==> src/rtl/uart_time_report.sv <==
// ============================================================================
// uart_time_report: streams the RTC time (and date when TIME_REPORT_DATE_EN
// is defined) as one ASCII line into the uart_send handshake.
// Revision: 1.0
// ============================================================================
`default_nettype none

module uart_time_report #(
    parameter int AUTO_SEC = 1,
    parameter int ACK_WAIT = 4
) (
    input  logic       sys_clk,
    input  logic       sys_rst,
    input  logic [7:0] sec,
    input  logic [7:0] min,
    input  logic [7:0] hour,
    input  logic [7:0] day,
    input  logic [7:0] mon,
    input  logic [7:0] year,
    input  logic       rpt_req,
    input  logic       uart_tx_busy,
    output logic       uart_en,
    output logic [7:0] uart_din,
    output logic       rpt_busy,
    output logic       frame_done
);

    typedef enum logic [2:0] {
        S_IDLE  = 3'd0,
        S_LOAD  = 3'd1,
        S_SEND  = 3'd2,
        S_ACK   = 3'd3,
        S_DRAIN = 3'd4,
        S_NEXT  = 3'd5
    } state_t;

`ifdef TIME_REPORT_DATE_EN
    localparam logic [4:0] c_LAST = 5'd20;
`else
    localparam logic [4:0] c_LAST = 5'd9;
`endif
    localparam int              c_CW      = (ACK_WAIT > 1) ? $clog2(ACK_WAIT) : 1;
    localparam logic [c_CW-1:0] c_ACK_END = c_CW'(ACK_WAIT - 1);

    state_t          r_state, w_state_nx;
    logic [4:0]      r_idx;
    logic            r_pending;
    logic [7:0]      r_sec_prev;
    logic [7:0]      r_din;
    logic [c_CW-1:0] r_ack_cnt;
    logic [7:0]      r_sec, r_min, r_hour;
    logic            w_trigger, w_take, w_advance, w_load;
    logic [4:0]      w_idx_ld;
    logic [7:0]      w_byte;

    function automatic logic [7:0] digit(input logic [3:0] n);
        return (n > 4'd9) ? 8'h3F : (8'h30 + {4'h0, n});
    endfunction

`ifdef TIME_REPORT_DATE_EN
    logic [7:0] r_day, r_mon, r_year;

    function automatic logic [7:0] frame_byte(input logic [4:0] idx,
            input logic [7:0] h, input logic [7:0] m, input logic [7:0] s,
            input logic [7:0] d, input logic [7:0] mo, input logic [7:0] y);
        case (idx)
            5'd0:    return 8'h32;
            5'd1:    return 8'h30;
            5'd2:    return digit(y[7:4]);
            5'd3:    return digit(y[3:0]);
            5'd4:    return 8'h2D;
            5'd5:    return digit(mo[7:4]);
            5'd6:    return digit(mo[3:0]);
            5'd7:    return 8'h2D;
            5'd8:    return digit(d[7:4]);
            5'd9:    return digit(d[3:0]);
            5'd10:   return 8'h20;
            5'd11:   return digit(h[7:4]);
            5'd12:   return digit(h[3:0]);
            5'd13:   return 8'h3A;
            5'd14:   return digit(m[7:4]);
            5'd15:   return digit(m[3:0]);
            5'd16:   return 8'h3A;
            5'd17:   return digit(s[7:4]);
            5'd18:   return digit(s[3:0]);
            5'd19:   return 8'h0D;
            default: return 8'h0A;
        endcase
    endfunction

    // Byte 0 is loaded in the same edge as the snapshot, so it reads the live fields.
    assign w_byte = w_take ? frame_byte(w_idx_ld, hour, min, sec, day, mon, year)
                           : frame_byte(w_idx_ld, r_hour, r_min, r_sec, r_day, r_mon, r_year);
`else
    logic w_unused_date;
    assign w_unused_date = ^{day, mon, year};

    function automatic logic [7:0] frame_byte(input logic [4:0] idx,
            input logic [7:0] h, input logic [7:0] m, input logic [7:0] s);
        case (idx)
            5'd0:    return digit(h[7:4]);
            5'd1:    return digit(h[3:0]);
            5'd2:    return 8'h3A;
            5'd3:    return digit(m[7:4]);
            5'd4:    return digit(m[3:0]);
            5'd5:    return 8'h3A;
            5'd6:    return digit(s[7:4]);
            5'd7:    return digit(s[3:0]);
            5'd8:    return 8'h0D;
            default: return 8'h0A;
        endcase
    endfunction

    assign w_byte = w_take ? frame_byte(w_idx_ld, hour, min, sec)
                           : frame_byte(w_idx_ld, r_hour, r_min, r_sec);
`endif

    assign w_trigger = rpt_req || ((AUTO_SEC != 0) && (sec != r_sec_prev));
    assign w_take    = (r_state == S_IDLE) && r_pending;
    assign w_advance = (r_state == S_NEXT) && (r_idx != c_LAST);
    assign w_load    = w_take || w_advance;
    assign w_idx_ld  = w_take ? 5'd0 : (r_idx + 5'd1);

    always_ff @(posedge sys_clk) begin
        if (sys_rst) begin
            r_state    <= S_IDLE;
            r_idx      <= 5'd0;
            r_pending  <= 1'b0;
            r_sec_prev <= sec;
            r_din      <= 8'h00;
            r_ack_cnt  <= '0;
            r_sec      <= 8'h00;
            r_min      <= 8'h00;
            r_hour     <= 8'h00;
`ifdef TIME_REPORT_DATE_EN
            r_day      <= 8'h00;
            r_mon      <= 8'h00;
            r_year     <= 8'h00;
`endif
        end else begin
            r_state    <= w_state_nx;
            r_sec_prev <= sec;
            // A new trigger wins over the clear so nothing arriving at frame start is lost.
            r_pending  <= w_trigger || (r_pending && !w_take);
            if (w_take) begin
                r_idx  <= 5'd0;
                r_sec  <= sec;
                r_min  <= min;
                r_hour <= hour;
`ifdef TIME_REPORT_DATE_EN
                r_day  <= day;
                r_mon  <= mon;
                r_year <= year;
`endif
            end else if (w_advance) begin
                r_idx <= r_idx + 5'd1;
            end
            if (w_load)
                r_din <= w_byte;
            r_ack_cnt <= (r_state == S_ACK) ? r_ack_cnt + 1'b1 : '0;
        end
    end

    always_comb begin
        w_state_nx = r_state;
        uart_en    = 1'b0;
        frame_done = 1'b0;
        case (r_state)
            S_IDLE:  if (r_pending) w_state_nx = S_LOAD;
            S_LOAD:  w_state_nx = S_SEND;
            S_SEND: begin
                if (!uart_tx_busy) begin
                    uart_en    = 1'b1;
                    w_state_nx = S_ACK;
                end
            end
            S_ACK: begin
                if (uart_tx_busy)
                    w_state_nx = S_DRAIN;
                else if (r_ack_cnt == c_ACK_END)
                    w_state_nx = S_NEXT;
            end
            S_DRAIN: if (!uart_tx_busy) w_state_nx = S_NEXT;
            S_NEXT: begin
                if (r_idx == c_LAST) begin
                    frame_done = 1'b1;
                    w_state_nx = S_IDLE;
                end else begin
                    w_state_nx = S_LOAD;
                end
            end
            default: w_state_nx = S_IDLE;
        endcase
    end

    assign uart_din = r_din;
    // Busy drops in the frame_done cycle itself.
    assign rpt_busy = (r_state != S_IDLE) && !frame_done;

endmodule

`default_nettype wire

==> config.mk <==
export PLATFORM = sky130hd
export DESIGN_NAME = uart_time_report
export DESIGN_NICKNAME = d
export VERILOG_FILES = /design/src/rtl/uart_time_report.sv
export SDC_FILE = /design/constraint.sdc
export NUM_CORES = 1
export LEC_CHECK = 0
export CAP_MARGIN = 20
export CORE_ASPECT_RATIO = 0.7
export CORE_UTILIZATION = 56
export DETAILED_ROUTE_END_ITERATION = 10
export DONT_BUFFER_PORTS = 1
export GPL_TIMING_DRIVEN = 1
export HOLD_SLACK_MARGIN = 0.03
export PLACE_DENSITY = 0.74
export SKIP_LAST_GASP = 1
export SLEW_MARGIN = 5
export SYNTH_ARGS = -nofsm -noshare
export SYNTH_HDL_FRONTEND = slang
export SYNTH_SLANG_ARGS = --single-unit
==> constraint.sdc <==
create_clock -name sys_clk -period 1.8 [get_ports sys_clk]
set_input_delay 0.36 -clock sys_clk [delete_from_list [all_inputs] [get_ports sys_clk]]
set_output_delay 0.36 -clock sys_clk [all_outputs]
set_load 0.1 [all_outputs]
== Word level (Yosys, flattened, before mapping) ==
Cells that the tools add are included.

* Output and inout port bits: 11
* Logic and storage cells: 100
* Bits in registers: 51
* Input port bits: 52

* Multiplexer cells: 27
* Eq/ne operators: 21
* $add $sub $neg: 14
* Reduce and logical (&&, ||, !) cells: 16
* Bitwise operators: 1
* Order comparisons: 12

{| class="wikitable"
|+ Operators with widths
! operator !! count
|-
| 7-bit one-hot mux with 8 select lines || 2
|-
| 6-bit by 4-bit adder with 7-bit output, first input constant || 12
|-
| 7-bit 2-to-1 mux || 12
|-
| 4-bit greater-than comparator, second input constant || 12
|-
| 5-bit by 3-bit == test with 1-bit output, second input constant || 4
|-
| 3-bit one-hot mux with 6 select lines || 1
|-
| 3-bit 2-to-1 mux || 5
|-
| 5-bit by 2-bit == test with 1-bit output, second input constant || 2
|-
| 5-bit by 4-bit == test with 1-bit output, second input constant || 2
|-
| 8-bit 2-to-1 mux || 1
|-
| 8-bit inequality test || 1
|-
| 3-bit by 2-bit == test with 1-bit output, second input constant || 2
|-
| 3-bit == test, second input constant || 2
|-
| 2-bit inequality test, second input constant || 3
|-
| 2-bit OR reduction || 3
|-
| 5-bit by 1-bit adder with 5-bit output, second input constant || 1
|-
| 5-bit by 1-bit == test with 1-bit output, second input constant || 1
|-
| 5-bit zero test || 1
|-
| 1-bit 2-to-1 mux || 5
|-
| 5-bit 2-to-1 mux || 1
|-
| 5-bit by 4-bit inequality test with 1-bit output, second input constant || 1
|-
| 1-bit logical AND || 4
|-
| 4-bit AND reduction || 1
|-
| 3-bit by 1-bit == test with 1-bit output, second input constant || 1
|-
| other kinds (8) || 11
|}

== Depth between registers and ports, before layout ==
Gate-level depths: netlist (run 1).

* Depth in word-level cells: 7
* Depth in mapped cells: 8
* Depth with buffers taken out: 7

== Worst setup path after synthesis (run 1) ==
No wires, ideal clock.

* Path kind: reg-to-output
* Start point: register r_state[1]
* End point: output uart_en
* Path slack: -2316 ps
* Buffers on the path: 1
* Arrival: 3756 ps
* Stages on the path, launching flop included: 3
* Data required time: 1440 ps
* Cells stage by stage: dfxtp_1 > buf_1 > nor4b_1

* Word-level cells in the longest chain between the ends: 2

{| class="wikitable"
|+ Ends and longest elaborated chain
! element !! line !! source
|-
| start: declaration || 45 || <nowiki>state_t r_state, w_state_nx;</nowiki>
|-
| start signal: assignment || 141 || <nowiki>r_state <= w_state_nx;</nowiki>
|-
| 3-bit by 2-bit == test with 1-bit output || 168 || <nowiki>case (r_state)</nowiki>
|-
| 1-bit 2-to-1 mux || 168 ||
|-
| end: declaration || 22 || <nowiki>output logic uart_en,</nowiki>
|}

No other way between the ends.

== Final worst setup path (run 1) ==
* Start point: register r_idx[0]
* End point: register r_din[1], in the netlist uart_din[1]

* Word-level cells in the longest chain between the ends: 6
* Elaborated cells on any way between the ends: 18
* Those cells by class: add/sub (1); eq/ne (9); mux (4); reduce/logical (4)

{| class="wikitable"
|+ Ends and longest elaborated chain
! element !! line !! source
|-
| start: declaration || 46 || <nowiki>logic [4:0] r_idx;</nowiki>
|-
| start signal: assignment || 156 || <nowiki>r_idx <= r_idx + 5'd1;</nowiki>
|-
| 5-bit by 1-bit adder with 5-bit output || 122 || <nowiki>assign w_idx_ld = w_take ? 5'd0 : (r_idx + 5'd1);</nowiki>
|-
| 5-bit 2-to-1 mux || 122 ||
|-
| 5-bit by 3-bit == test with 1-bit output / 5-bit by 2-bit == test with 1-bit output (equally long branches) || 100 || <nowiki>case (idx)</nowiki>
|-
| 2-bit OR reduction (no source line) || n/a ||
|-
| 7-bit one-hot mux with 8 select lines || 100 ||
|-
| 8-bit 2-to-1 mux || 114 || <nowiki>assign w_byte = w_take ? frame_byte(w_idx_ld, hour, min, sec)</nowiki>
|-
| end signal: assignment || 159 || <nowiki>r_din <= w_byte;</nowiki>
|-
| end: declaration || 49 || <nowiki>logic [7:0] r_din;</nowiki>
|}

Several ways; a longest one is shown, not always the timed one.
A chain may end at the register's enable or synchronous reset.

==> flow_summary.toml, run 1 <==
[place]
place_congestion = 0.956
place_ws_ns = -0.190
port_buffers = 0
dp_hpwl_um = 4070
placed_cells = 370
post_dp_cell_area_um2 = 2790

[setup_path]
start_kind = "flip-flop"
slowest_delay_ns = 0.37
arrival_ns = 2.09
timing_worst_setup_path_type = "reg -> reg"
critPathMaxFanout = 8
required_ns = 2.02
end_kind = "flip-flop"
slowest_stage = "dfxtp_2"
cp_cell_sequence = "ha_4 -> buf_6 -> xor2_4 -> a21oi_1 -> nor3_2 -> a22oi_2 -> a2111oi_2"

[detailed_routing]
wl_per_cell_um = 16.6
wl_met3_um = 485
top_layer = "met4"
ant_nets = 0
wl_met1_um = 2860
via_count = 2318
firstDrtPassIters = 5
met2_length_um = 2940
drc = 0
routed_via_density = 6.05
wl_um = 6360
first_iter_violations = 213

[timing]
period_share = 1.04
min_period_ns = 1.87
tightest_slew_ns = 0.509
relSlewSlack = 0.658
rsz0062_at_grt = "yes"
final_max_slew_viol_count = 0
setup_viol = 4
finalHoldViolations = 0
max_freq_ghz = 0.535
fin_ws_ns = -0.0704
finalClockSkew_ns = 0.00912

[min_path]
hold_class = "in -> reg"

[global_routing]
antenna_found_initial = 0
grt_util_all_layers = 0.268
grt_first_pass_wirelength_um = 9430
grt_pass1_vias = 2029
grt_max_degree = 36
overflow = 0

[power]
peakVddDrop_v = 0.000616
total_leakage_power_uw = 0.00116
cellPowerDensity_nw_per_um2 = 903

[cells_and_area]
stdcell_area_um2 = 3210
drive_gt1_frac = 0.278
nFillCells = 264
area_growth_pct = 30.7
nets = 385
diodes = 0
layout.cells.non_filler = 383

[clocking]
htree_levels = 2
numCtsBuffers = 5
cts_root_buf = "clkbuf_8"
cts_sinks = 48
clk_pin_slew_worst_paths_ns = 0.09
cts_tree = "built"
holdBufCountCts = 0
clockBufferDepth = 2
worstSkewPairLatency_ns = 0.31

[floorplanning]
die_area_um2 = 4660
initial_utilization = 0.604
core_um2 = 4070
pin_count = 63
die_h_um = 57.4
num_rows = 19
dieWidth_um = 81.1

[synthesis]
avgSynthCellArea_um2 = 8.00
ys_warn_count = 0
netlist_area_um2 = 2450
async_flop_share = 0
yosysSeqAreaShare = 0.391
synth_edf_count = 0
synth_flop_cell = "dfxtp_1"
ys_types = 52
synth-seq-cells = 48
synthCells = 307

[job]
drv_cap = 0

[run_status]
status = "finished with violations"
violations = "setup timing"
-- layout by cell type (no fill, tap or decap), types with 3 or more instances in the layout --
master / n
nand2_1: 60
dfxtp_1: 42
a21oi_1: 36
buf_4: 26
nor2_1: 16
nor3_1: 9
xnor2_1: 9
buf_6: 8
o21ai_0: 7
xor2_1: 6
a211oi_1: 6
clkbuf_8: 5
dfxtp_2: 5
buf_12: 4
inv_1: 3
and3b_1: 3
nand4_1: 3
nor4_1: 3
a31oi_1: 3
nand3_1: 3
o21a_1: 3
-- cells by family after synthesis --
family,Yosys count,share of synthesized area
other,1,0.00153
AO/OA/AOI/OAI,83,0.221
XOR/XNOR,18,0.0749
buffers and inverters,29,0.0596
flip-flops,48,0.391
AND/OR/NAND/NOR,125,0.237
adder cells (fa/ha/maj),3,0.0153
-- final cells by class --
class | count | area [µm²] | area share
tap | 52 | 65.1 | 0.0203
clock buffer | 6 | 93.8 | 0.0293
timing repair buffer | 40 | 395 | 0.123
multi-input combinational | 231 | 1610 | 0.501
sequential | 48 | 971 | 0.303
clock inverter | 2 | 60.1 | 0.0187
inverter | 4 | 15.0 | 0.00468
-- sequential cells by signal, summed over array words and instances (netlist names) --
register    count
r_ack_cnt       2
r_hour          8
r_idx           5
r_min           8
r_pending       1
r_sec           8
r_sec_prev      8
r_state         3
uart_din        5
-- worst paths after layout --
kind                start             to  slack (ns)  cells past startpoint
max reg2reg      r_idx[0]    uart_din[1]       -0.07                      7
max              r_idx[0]    uart_din[1]       -0.07                      7
min reg2reg  r_ack_cnt[0]   r_ack_cnt[0]        0.43                      1
min                sec[3]  r_sec_prev[3]        0.07                      0
-- metal layers --
layer,vias to the layer above,track usage
met4,0,0.0740
met2,111,0.402
li1,1115,-
met3,9,0.0720
met5,-,0
met1,1083,0.379
-- per-stage QoR --
stage	hold slack [ns]	utilization	power (µW)	setup TNS (ns)
after floorplan	0.388	-	1720	-0.116
after global placement	0.388	0.686	1840	-0.292
after detailed placement	0.388	0.686	1850	-0.391
after CTS	0.0631	0.755	2880	-0.0475
after global routing	0.0546	0.789	3000	-0.470
final	0.0663	0.789	2900	-0.181
-- Yosys cell counts, types with 2 or more instances --
library cell	count	area, µm²
a2111oi_2	2	30.0
a211oi_1	9	67.6
a21o_1	2	15.0
a21oi_1	37	185
a31oi_1	3	18.8
and3b_1	3	26.3
buf_1	4	15.0
buf_2	9	45.0
buf_4	3	22.5
buf_6	2	22.5
clkbuf_1	7	26.3
dfxtp_1	48	961
ha_1	3	37.5
inv_1	4	15.0
nand2_1	63	236
nand2b_1	2	12.5
nand3_1	4	20.0
nand4_1	3	18.8
nor2_1	19	71.3
nor2b_1	2	12.5
nor3_1	11	55.1
nor4_1	6	37.5
nor4b_1	3	26.3
o211ai_1	2	15.0
o21a_1	3	22.5
o21ai_0	8	40.0
o22ai_1	2	12.5
o31ai_1	3	22.5
or2_2	2	12.5
or3_1	2	12.5
xnor2_1	9	78.8
xor2_1	7	61.3
-- critical path: cells and delay by family, from the launching register on --
| kind | cells | cell delay, ns |
|---|---|---|
| AO/OA/AOI/OAI | 3 | 0.59 |
| buffers and inverters | 1 | 0.12 |
| adder cells (fa/ha/maj) | 1 | 0.17 |
| AND/OR/NAND/NOR | 1 | 0.23 |
| flip-flops | 1 | 0.37 |
| XOR/XNOR | 1 | 0.29 |
-- timing repair --
item | 4_1_cts | 5_1_grt
gates cloned | 0 | 0
setup endpoints to repair | 7 | 7
resized for setup | 25 | 24
pin swaps | 14 | 15
setup buffers | 2 | 3
-- power by group --
group	switching (µW)	total, µW	internal, µW
clock network	383	1020	639
registers	82.0	1230	1140
logic	416	649	233
No activity file was read; power rests on OpenSTA's default activity.
==> run 2: changes to the inputs <==
--- a/config.mk
+++ b/config.mk
@@ -5,14 +5,15 @@
 export SDC_FILE = /design/constraint.sdc
 export NUM_CORES = 1
 export LEC_CHECK = 0
+export ABC_AREA = 1
 export CAP_MARGIN = 20
 export CORE_ASPECT_RATIO = 0.7
-export CORE_UTILIZATION = 56
+export CORE_UTILIZATION = 57
 export DETAILED_ROUTE_END_ITERATION = 10
 export DONT_BUFFER_PORTS = 1
-export GPL_TIMING_DRIVEN = 1
+export GPL_TIMING_DRIVEN = 0
 export HOLD_SLACK_MARGIN = 0.03
-export PLACE_DENSITY = 0.74
+export PLACE_DENSITY = 0.75
 export SKIP_LAST_GASP = 1
 export SLEW_MARGIN = 5
 export SYNTH_ARGS = -nofsm -noshare
==> flow_summary.toml, run 2 <==
[cells_and_area]
fin_util = 0.695
drive_gt1_frac = 0.190
diodes = 0
final_cell_mix = "nand2_1 (85), inv_1 (47), dfxtp_1 (41)"
stdcell_area_um2 = 3010
nets = 459
nFillCells = 382
area_growth_pct = 17.0
final_common_cell = "nand2_1"

[synthesis]
async_flop_share = 0
yosys-top-cells-count = "nand2_1 (94), inv_1 (52), dfxtp_1 (48)"
avgSynthCellArea_um2 = 6.64
synth_flop_cell = "dfxtp_1"
synth_compound_area_frac = 0.171
yosysSeqAreaShare = 0.374
synthCells = 387
synth-xor-area-share = 0.0273
synth-simple-area-share = 0.301
synth-seq-cells = 48
netlist_top_cells_area = "dfxtp_1 (37%), nand2_1 (14%), inv_1 (7.6%), a21oi_1 (6.6%), o21ai_0 (6.6%)"
netlist_area_um2 = 2570
synth_area_leader_cell = "dfxtp_1"
yosys-mux-area-fraction = 0
synthAdderAreaFrac = 0.0146
synth_top_area_frac = 0.374
synth_edf_count = 0
yosysMostFrequentCell = "nand2_1"
synth_top_family_by_area = "simple AND/OR/NAND/NOR gates"
ys_warn_count = 0
ys_types = 30

[run_status]
violations = "setup timing"
status = "finished with violations"

[timing]
relSlewSlack = 0.353
final_max_slew_viol_count = 0
setup_viol = 7
rsz0062_at_grt = "yes"
tightest_slew_ns = 0.969
period_share = 1.22
finalClockSkew_ns = 0.00652
fin_ws_ns = -0.400
finalHoldViolations = 0
max_freq_ghz = 0.455
min_period_ns = 2.20

[global_routing]
grt_pass1_vias = 2317
antenna_found_initial = 0
overflow = 0
grt_first_pass_wirelength_um = 10700
grt_max_degree = 16
grt_util_all_layers = 0.307

[detailed_routing]
firstDrtPassIters = 5
drc = 0
ant_nets = 0
first_iter_violations = 180
wl_per_cell_um = 14.8
via_count = 2534
routed_via_density = 5.51
wl_um = 6810

[clocking]
clk_pin_slew_worst_paths_ns = 0.10
worstSkewPairLatency_ns = 0.31
numCtsBuffers = 5
cts_root_buf = "clkbuf_8"
clockBufferDepth = 2
cts_tree = "built"
cts_sinks = 48
htree_levels = 2

[setup_path]
arrival_ns = 1.84
end_kind = "output port"
required_ns = 1.44
critPathMaxFanout = 8
start_kind = "flip-flop"
timing_worst_setup_path_type = "reg -> out"

[floorplanning]
num_rows = 20
dieWidth_um = 82.3
die_area_um2 = 4790
core_um2 = 4330
die_h_um = 58.2
pin_count = 63
initial_utilization = 0.594

[power]
total_leakage_power_uw = 0.00134
peakVddDrop_v = 0.00169
cellPowerDensity_nw_per_um2 = 1530

[place]
place_congestion = 0.946
dp_hpwl_um = 4880
post_dp_cell_area_um2 = 2670
place_ws_ns = -0.329
port_buffers = 0

[job]
drv_cap = 0

[min_path]
hold_class = "in -> reg"
run 2: final timing paths:
path / slack [ns] / cells past startpoint / endpoint / start
max: -0.40 / 5 / rpt_busy / r_state[2]
min: 0.07 / 0 / r_sec_prev[0] / sec[0]
max reg2reg: -0.20 / 12 / uart_din[1] / r_idx[0]
min reg2reg: 0.44 / 1 / r_ack_cnt[0] / r_ack_cnt[0]
run 2: cells by family after synthesis:
| family | Yosys count |
|---|---|
| buffers and inverters | 68 |
| DFF | 48 |
| xor gates and xnor gates | 8 |
| AOI/OAI and AO/OA | 83 |
| and+or+nand+nor | 176 |
| adders and majority gates | 3 |
| other | 1 |
run 2: cell type report:
type	count	area, µm²	share of cell area
multi-input combinational	272	1500	0.497
sequential	48	980	0.326
inverter	53	201	0.0669
buffer	14	85.1	0.0283
clock buffer	6	82.6	0.0274
timing repair buffer	10	80.1	0.0266
tap	55	68.8	0.0229
clock inverter	2	15.0	0.00499
run 2: per-layer routing:
| layer | vias to the layer above | part of all wire | global-route usage |
|---|---|---|---|
| met5 | - | 0 | 0 |
| met4 | 0 | 0.011 | 0.0877 |
| met3 | 9 | 0.086 | 0.0819 |
| met2 | 105 | 0.43 | 0.460 |
| met1 | 1144 | 0.48 | 0.433 |
| li1 | 1276 | - | - |
run 2: power breakdown:
part           internal [µW]  switching [µW]  leakage [µW]
registers               1340             502      0.000400
logic                    646            1420      0.000892
clock network            312             398     0.0000434
total                   2300            2320       0.00134
run 2: stage by stage:
step                hold WS (ns)  total power (µW)  instances  TNS (ns)
CTS                       0.0610              4480        457    -0.760
global placement           0.388              3610        443     -1.16
global route              0.0498              4880        460     -1.78
floorplan                  0.388              3280        388    -0.196
finish                    0.0652              4610        460     -1.17
detailed placement         0.388              3630        443     -1.17
run 2: repair_timing:
| action | CTS | global route |
|---|---|---|
| gates cloned | 2 | 0 |
| pin swaps | 9 | 6 |
| setup buffers | 5 | 3 |
| hold buffers | 0 | 0 |
| resized for setup | 46 | 13 |
| setup endpoints to repair | 9 | 16 |
run 2: worst max-delay path, cell delays in order (launching register included):
cell     delay (ns)
dfxtp_4        0.38
inv_4          0.07
nor3_4         0.18
inv_2          0.08
nor2_4         0.54
a21oi_4        0.27
